File: config.mk
export PLATFORM = sky130hd
export DESIGN_NAME = uart_tx_param
export DESIGN_NICKNAME = d
export VERILOG_FILES = /design/src/rtl/uart_tx_param.sv
export SDC_FILE = /design/constraint.sdc
export NUM_CORES = 1
export LEC_CHECK = 0
export ABC_AREA = 1
export BUFFER_PORTS_ARGS = -buffer_cell sky130_fd_sc_hd__buf_4
export CAP_MARGIN = 20
export CELL_PAD_IN_SITES_DETAIL_PLACEMENT = 0
export CELL_PAD_IN_SITES_GLOBAL_PLACEMENT = 1
export CORE_ASPECT_RATIO = 1.25
export CORE_MARGIN = 2
export CORE_UTILIZATION = 40
export DETAILED_ROUTE_END_ITERATION = 7
export PLACE_DENSITY = 0.71
export SETUP_SLACK_MARGIN = 0.02
export SKIP_LAST_GASP = 1
export SLEW_MARGIN = 30
export SYNTH_ARGS = -nofsm -noshare
export SYNTH_HDL_FRONTEND = slang
export SYNTH_SLANG_ARGS = --single-unit
export TNS_END_PERCENT = 1
File: constraint.sdc
create_clock -name i_Clock -period 2.35 [get_ports i_Clock]
set_input_delay 0.235 -clock i_Clock [delete_from_list [all_inputs] [get_ports i_Clock]]
set_output_delay 0.235 -clock i_Clock [all_outputs]
set_load 0.01 [all_outputs]
File: src/rtl/uart_tx_param.sv
`timescale 1ns/1ps
// Parametrised UART transmitter with a small TX FIFO in front of it.
// Frames (start, DATA_BITS LSB first, optional parity, stop bits) go out back-to-back while bytes are queued.
module uart_tx_param #(
    parameter int CLKS_PER_BIT = 434,
    parameter int DATA_BITS    = 8,
    parameter int PARITY       = 0,
    parameter int STOP_BITS    = 1,
    parameter int FIFO_DEPTH   = 4
) (
    input  logic                          i_Clock,
    input  logic                          reset,
    input  logic                          i_Tx_DV,
    input  logic [DATA_BITS-1:0]          i_Tx_Byte,
    output logic                          o_Tx_Ready,
    output logic                          o_Tx_Active,
    output logic                          o_Tx_Serial,
    output logic                          o_Tx_Done,
    output logic [$clog2(FIFO_DEPTH):0]   o_Fifo_Count
);

    localparam int CW = $clog2(CLKS_PER_BIT);
    localparam int BW = $clog2(DATA_BITS);
    localparam int PW = $clog2(FIFO_DEPTH);
    localparam logic [CW-1:0] CLK_LAST  = CW'(CLKS_PER_BIT - 1);
    localparam logic [BW-1:0] DATA_LAST = BW'(DATA_BITS - 1);
    localparam logic [BW-1:0] STOP_LAST = BW'(STOP_BITS - 1);
    localparam logic [PW:0]   DEPTH     = (PW+1)'(FIFO_DEPTH);
    localparam logic          PAR_ODD   = (PARITY == 1);

    typedef enum logic [2:0] {
        ST_IDLE, ST_START, ST_DATA, ST_PARITY, ST_STOP
    } state_t;

    // FIFO storage and pointers
    logic [DATA_BITS-1:0] fifo_mem [FIFO_DEPTH];
    logic [PW-1:0]        wr_ptr_reg, rd_ptr_reg;
    logic [PW:0]          count_reg;
    logic                 push, pop, fifo_empty;
    logic [DATA_BITS-1:0] head;

    // Transmit FSM state
    state_t               state_reg, state_next;
    logic [CW-1:0]        clk_cnt_reg, clk_cnt_next;
    logic [BW-1:0]        bit_cnt_reg, bit_cnt_next;
    logic [DATA_BITS-1:0] data_reg, data_next;
    logic                 parity_reg, parity_next;
    logic                 serial_reg, serial_next;
    logic                 active_reg, active_next;
    logic                 done_reg, done_next;
    logic                 clk_last, load;

    assign o_Tx_Ready = (count_reg < DEPTH);
    assign push       = i_Tx_DV && o_Tx_Ready;
    assign fifo_empty = (count_reg == '0);
    assign head       = fifo_mem[rd_ptr_reg];
    assign clk_last   = (clk_cnt_reg == CLK_LAST);

    always_ff @(posedge i_Clock) begin
        if (push) begin
            fifo_mem[wr_ptr_reg] <= i_Tx_Byte;
        end
    end

    always_ff @(posedge i_Clock) begin
        if (reset) begin
            wr_ptr_reg <= '0;
            rd_ptr_reg <= '0;
            count_reg  <= '0;
        end else begin
            if (push) wr_ptr_reg <= wr_ptr_reg + 1'b1;
            if (pop)  rd_ptr_reg <= rd_ptr_reg + 1'b1;
            if (push && !pop)      count_reg <= count_reg + 1'b1;
            else if (pop && !push) count_reg <= count_reg - 1'b1;
        end
    end

    always_ff @(posedge i_Clock) begin
        if (reset) begin
            state_reg   <= ST_IDLE;
            clk_cnt_reg <= '0;
            bit_cnt_reg <= '0;
            data_reg    <= '0;
            parity_reg  <= 1'b0;
            serial_reg  <= 1'b1;
            active_reg  <= 1'b0;
            done_reg    <= 1'b0;
        end else begin
            state_reg   <= state_next;
            clk_cnt_reg <= clk_cnt_next;
            bit_cnt_reg <= bit_cnt_next;
            data_reg    <= data_next;
            parity_reg  <= parity_next;
            serial_reg  <= serial_next;
            active_reg  <= active_next;
            done_reg    <= done_next;
        end
    end

    // serial_next always carries the line level of the state being entered, so the pin is a clean register
    always_comb begin
        state_next   = state_reg;
        clk_cnt_next = clk_last ? '0 : clk_cnt_reg + 1'b1;
        bit_cnt_next = bit_cnt_reg;
        data_next    = data_reg;
        parity_next  = parity_reg;
        serial_next  = serial_reg;
        active_next  = active_reg;
        done_next    = 1'b0;
        load         = 1'b0;
        pop          = 1'b0;
        case (state_reg)
            ST_IDLE: begin
                serial_next  = 1'b1;
                active_next  = 1'b0;
                clk_cnt_next = '0;
                bit_cnt_next = '0;
                load         = !fifo_empty;
            end
            ST_START: begin
                if (clk_last) begin
                    state_next  = ST_DATA;
                    serial_next = data_reg[0];
                end
            end
            ST_DATA: begin
                if (clk_last) begin
                    if (bit_cnt_reg == DATA_LAST) begin
                        bit_cnt_next = '0;
                        if (PARITY != 0) begin
                            state_next  = ST_PARITY;
                            serial_next = parity_reg;
                        end else begin
                            state_next  = ST_STOP;
                            serial_next = 1'b1;
                        end
                    end else begin
                        bit_cnt_next = bit_cnt_reg + 1'b1;
                        data_next    = data_reg >> 1;
                        serial_next  = data_reg[1];
                    end
                end
            end
            ST_PARITY: begin
                if (clk_last) begin
                    state_next   = ST_STOP;
                    serial_next  = 1'b1;
                    bit_cnt_next = '0;
                end
            end
            ST_STOP: begin
                if (clk_last) begin
                    if (bit_cnt_reg == STOP_LAST) begin
                        done_next    = 1'b1;
                        bit_cnt_next = '0;
                        if (!fifo_empty) begin
                            load = 1'b1;
                        end else begin
                            state_next  = ST_IDLE;
                            active_next = 1'b0;
                            serial_next = 1'b1;
                        end
                    end else begin
                        bit_cnt_next = bit_cnt_reg + 1'b1;
                    end
                end
            end
            default: begin
                state_next   = ST_IDLE;
                clk_cnt_next = '0;
                bit_cnt_next = '0;
                serial_next  = 1'b1;
                active_next  = 1'b0;
            end
        endcase
        // Loading a new frame is shared by IDLE and the end of STOP (zero-gap chaining)
        if (load) begin
            pop          = 1'b1;
            data_next    = head;
            parity_next  = (^head) ^ PAR_ODD;
            clk_cnt_next = '0;
            bit_cnt_next = '0;
            state_next   = ST_START;
            serial_next  = 1'b0;
            active_next  = 1'b1;
        end
    end

    assign o_Tx_Serial  = serial_reg;
    assign o_Tx_Active  = active_reg;
    assign o_Tx_Done    = done_reg;
    assign o_Fifo_Count = count_reg;

endmodule

==> results.ini <==
[route]
route.final.wire_length_um = 5660
route.detailed.vias_per_inst = 4.87
drt_pre_antenna_iters = 4
dr_total_vias = 2157
first_iter_violations = 51
post_drt_wl_per_cell_um = 12.8
route.antenna.remaining_nets = 0
drc = 0

[sta]
setup_viol_count_final = 0
timing_max_transition_violations_final = 0
timing.slew.headroom = 0.706
layout_worst_path_cycle_share = 0.918
setup_total_negative_slack_ns = 0
timing.fmax_mhz = 464
grt_setup_unrepaired = no
period_minus_slack_ns = 2.16
max_slew.worst_pin.slew_ns = 0.441
final_hold_viol_count = 0
finClkSkew_ns = 0.00791
setup_slack_ns = 0.193

[floorplan]
die_h_um = 101
rows = 35
io-pin-count = 18
die_area_um2 = 8240
core-area_um2 = 7310
fp.dieW_um = 81.6
initial_utilization = 0.411

[logic_synthesis]
post-synth-top-area-cell = edfxtp_1
post_synth_instance_area_um2 = 3010
synth-seq-area-share = 0.552
synth_top_flop_cell = dfxtp_1
synth_edf_count = 32
postSynth.asyncResetShare = 0
netlist-cell-type-count = 31
yosys.cell_count.top_type = nor2_1
synth_top_cells_by_area = edfxtp_1 32%, dfxtp_1 23%, nor2_1 5.4%
synth.avg_cell_area_um2 = 9.52
synth.cells.most_frequent = 43 x nor2_1, 37 x nand2_1, 35 x dfxtp_1, 32 x edfxtp_1, 31 x inv_1
syn_nets = 338
yosysWarningCount = 0
synth_seq_cells = 67
post-synth-top-area-fraction = 0.319
count_of_mapped_cells_out_of_synthesis = 316

[placement]
dpl.hpwl_um = 3980
place_worst_setup_slack_ns = 0.222
placed_cells = 427
buffer_ports.inserted = 17
place_congestion = 0.866

[pwr]
power.leakage_uw = 0.00140
vdd.ir_drop.worst_mv = 0.620
p_per_area_nw_per_um2 = 1270

[global_routing]
antenna_found_initial = 0
global_route_wire_length_before_repair_um = 9360
globalRouteTotalUtil = 0.150
grt_start_max_net_pins = 18
grt_remaining_overflow = 0
first_global_vias = 2042

[worst_setup_path]
timing.setup.critical_path_class = flop to flop
critical-path-max-stage-delay_ns = 0.41
crit_path_cell_trace = ha_1, nand2_1, nor2_2, nand2_4, o21ai_4, nand2_4, ha_1, inv_1, fa_1, o21ai_0, a21oi_1
crit_required_ns = 2.57
cp_slowest_cell = fa_1
reg2reg_depth = 11
crit_path_max_fanout = 10
cp.depth = 11
cp_top_family = adder cells
crit_path_end_kind = flop
cp-start-kind = flop
critical_path_at_ns = 2.37
critical_path_buffers_and_inverters = 1

[job]
cap_viol_max_count = 0

[layout]
num_antenna_cells = 0
area.growth.synth_to_final_pct = 17.3
finalCoreUtilization = 0.483
flip_flop_count_of_the_largest_register_all_copies_and_words_added = 32
layoutNonFillerInstCount = 443
nNetsFinal = 368
layout_cell_share_with_drive_strength_beyond_1 = 0.197

[clock_tree]
numCtsBuffers = 9
worst_skew_late_latency_ns = 0.33
clk_transition_reported_paths_ns = 0.07
tritoncts_clock_tree = built
postCtsSetupBuffers = 0
ctsLongestPathBuffers = 2
cts-htree-levels = 3
cts_hold_repair_buffers = 0
root_buffer = clkbuf_8
ctsResizeCount = 0
numClockSinks = 67

[min_path]
hp-class = input pin to flop
worstHoldPathCells = 1

[status]
run_status = finished, final reports clean

where the power goes:
group | switching (uW) | internal (uW) | leakage, uW | total, uW
Combinational | 1070 | 590 | 0.000698 | 1660
Clock | 422 | 806 | 0.000126 | 1230
Sequential | 151 | 1450 | 0.000579 | 1600
metrics by stage:
stage / hold slack [ns] / power, uW / instance area (um^2)
floorplan: 0.334 / 2880 / 3010
global placement: 0.435 / 3290 / 3270
detailed placement: 0.437 / 3320 / 3270
CTS: 0.0819 / 4550 / 3530
global route: 0.0859 / 4840 / 3530
finish: 0.0958 / 4500 / 3530
worst paths after layout:
kind / slack, ns / from / to
min: 0.1 / i_Tx_Byte[7] / fifo_mem[0][7]
max reg2reg: 0.19 / clk_cnt_reg[0] / o_Fifo_Count[1]
max: 0.19 / clk_cnt_reg[0] / o_Fifo_Count[1]
min reg2reg: 0.47 / o_Tx_Active / o_Tx_Active
logic make-up (layout without fill, tap and decap cells):
group | count (synthesis) | in the layout | share of synthesized area
compound gates | 62 | 62 | 0.113
xor+xnor | 7 | 7 | 0.0204
fa+ha+maj | 11 | 11 | 0.0482
buf+inv | 40 | 75 | 0.0532
flops | 67 | 67 | 0.552
simple gates | 129 | 129 | 0.213
cells in the final DEF (no fill, tap or decap), drive strengths merged:
cell | synthesis | layout
nor2 | 59 | 59
a21oi | 17 | 17
clkinv | 0 | 2
inv | 36 | 36
dfxtp | 35 | 35
bufinv | 0 | 4
xnor2 | 2 | 2
xor2 | 5 | 5
o22ai | 8 | 8
fa | 1 | 1
edfxtp | 32 | 32
nor4 | 1 | 1
nor3 | 7 | 7
nand3 | 14 | 14
buf | 1 | 23
o211a | 1 | 1
a31oi | 2 | 2
clkbuf | 3 | 10
o21ai | 34 | 34
nand4 | 2 | 2
nand2 | 46 | 46
ha | 10 | 10
metal layers:
metal	vias to the layer above	wire, um	GRT usage
li1	1112	-	-
met5	-	0	0
met3	9	152	0.0323
met4	0	112	0.0731
met1	1006	2430	0.172
met2	30	2960	0.262
cell type report:
cell class / instances / area [um^2]
clock buffers: 10 / 128
clock inverters: 6 / 128
fillers: 718 / 3780
inverters: 36 / 138
multi-input cells: 209 / 1190
flip-flops and latches: 67 / 1660
well taps: 92 / 115
repair buffers: 23 / 173
No activity file was read; power rests on OpenSTA's default activity.
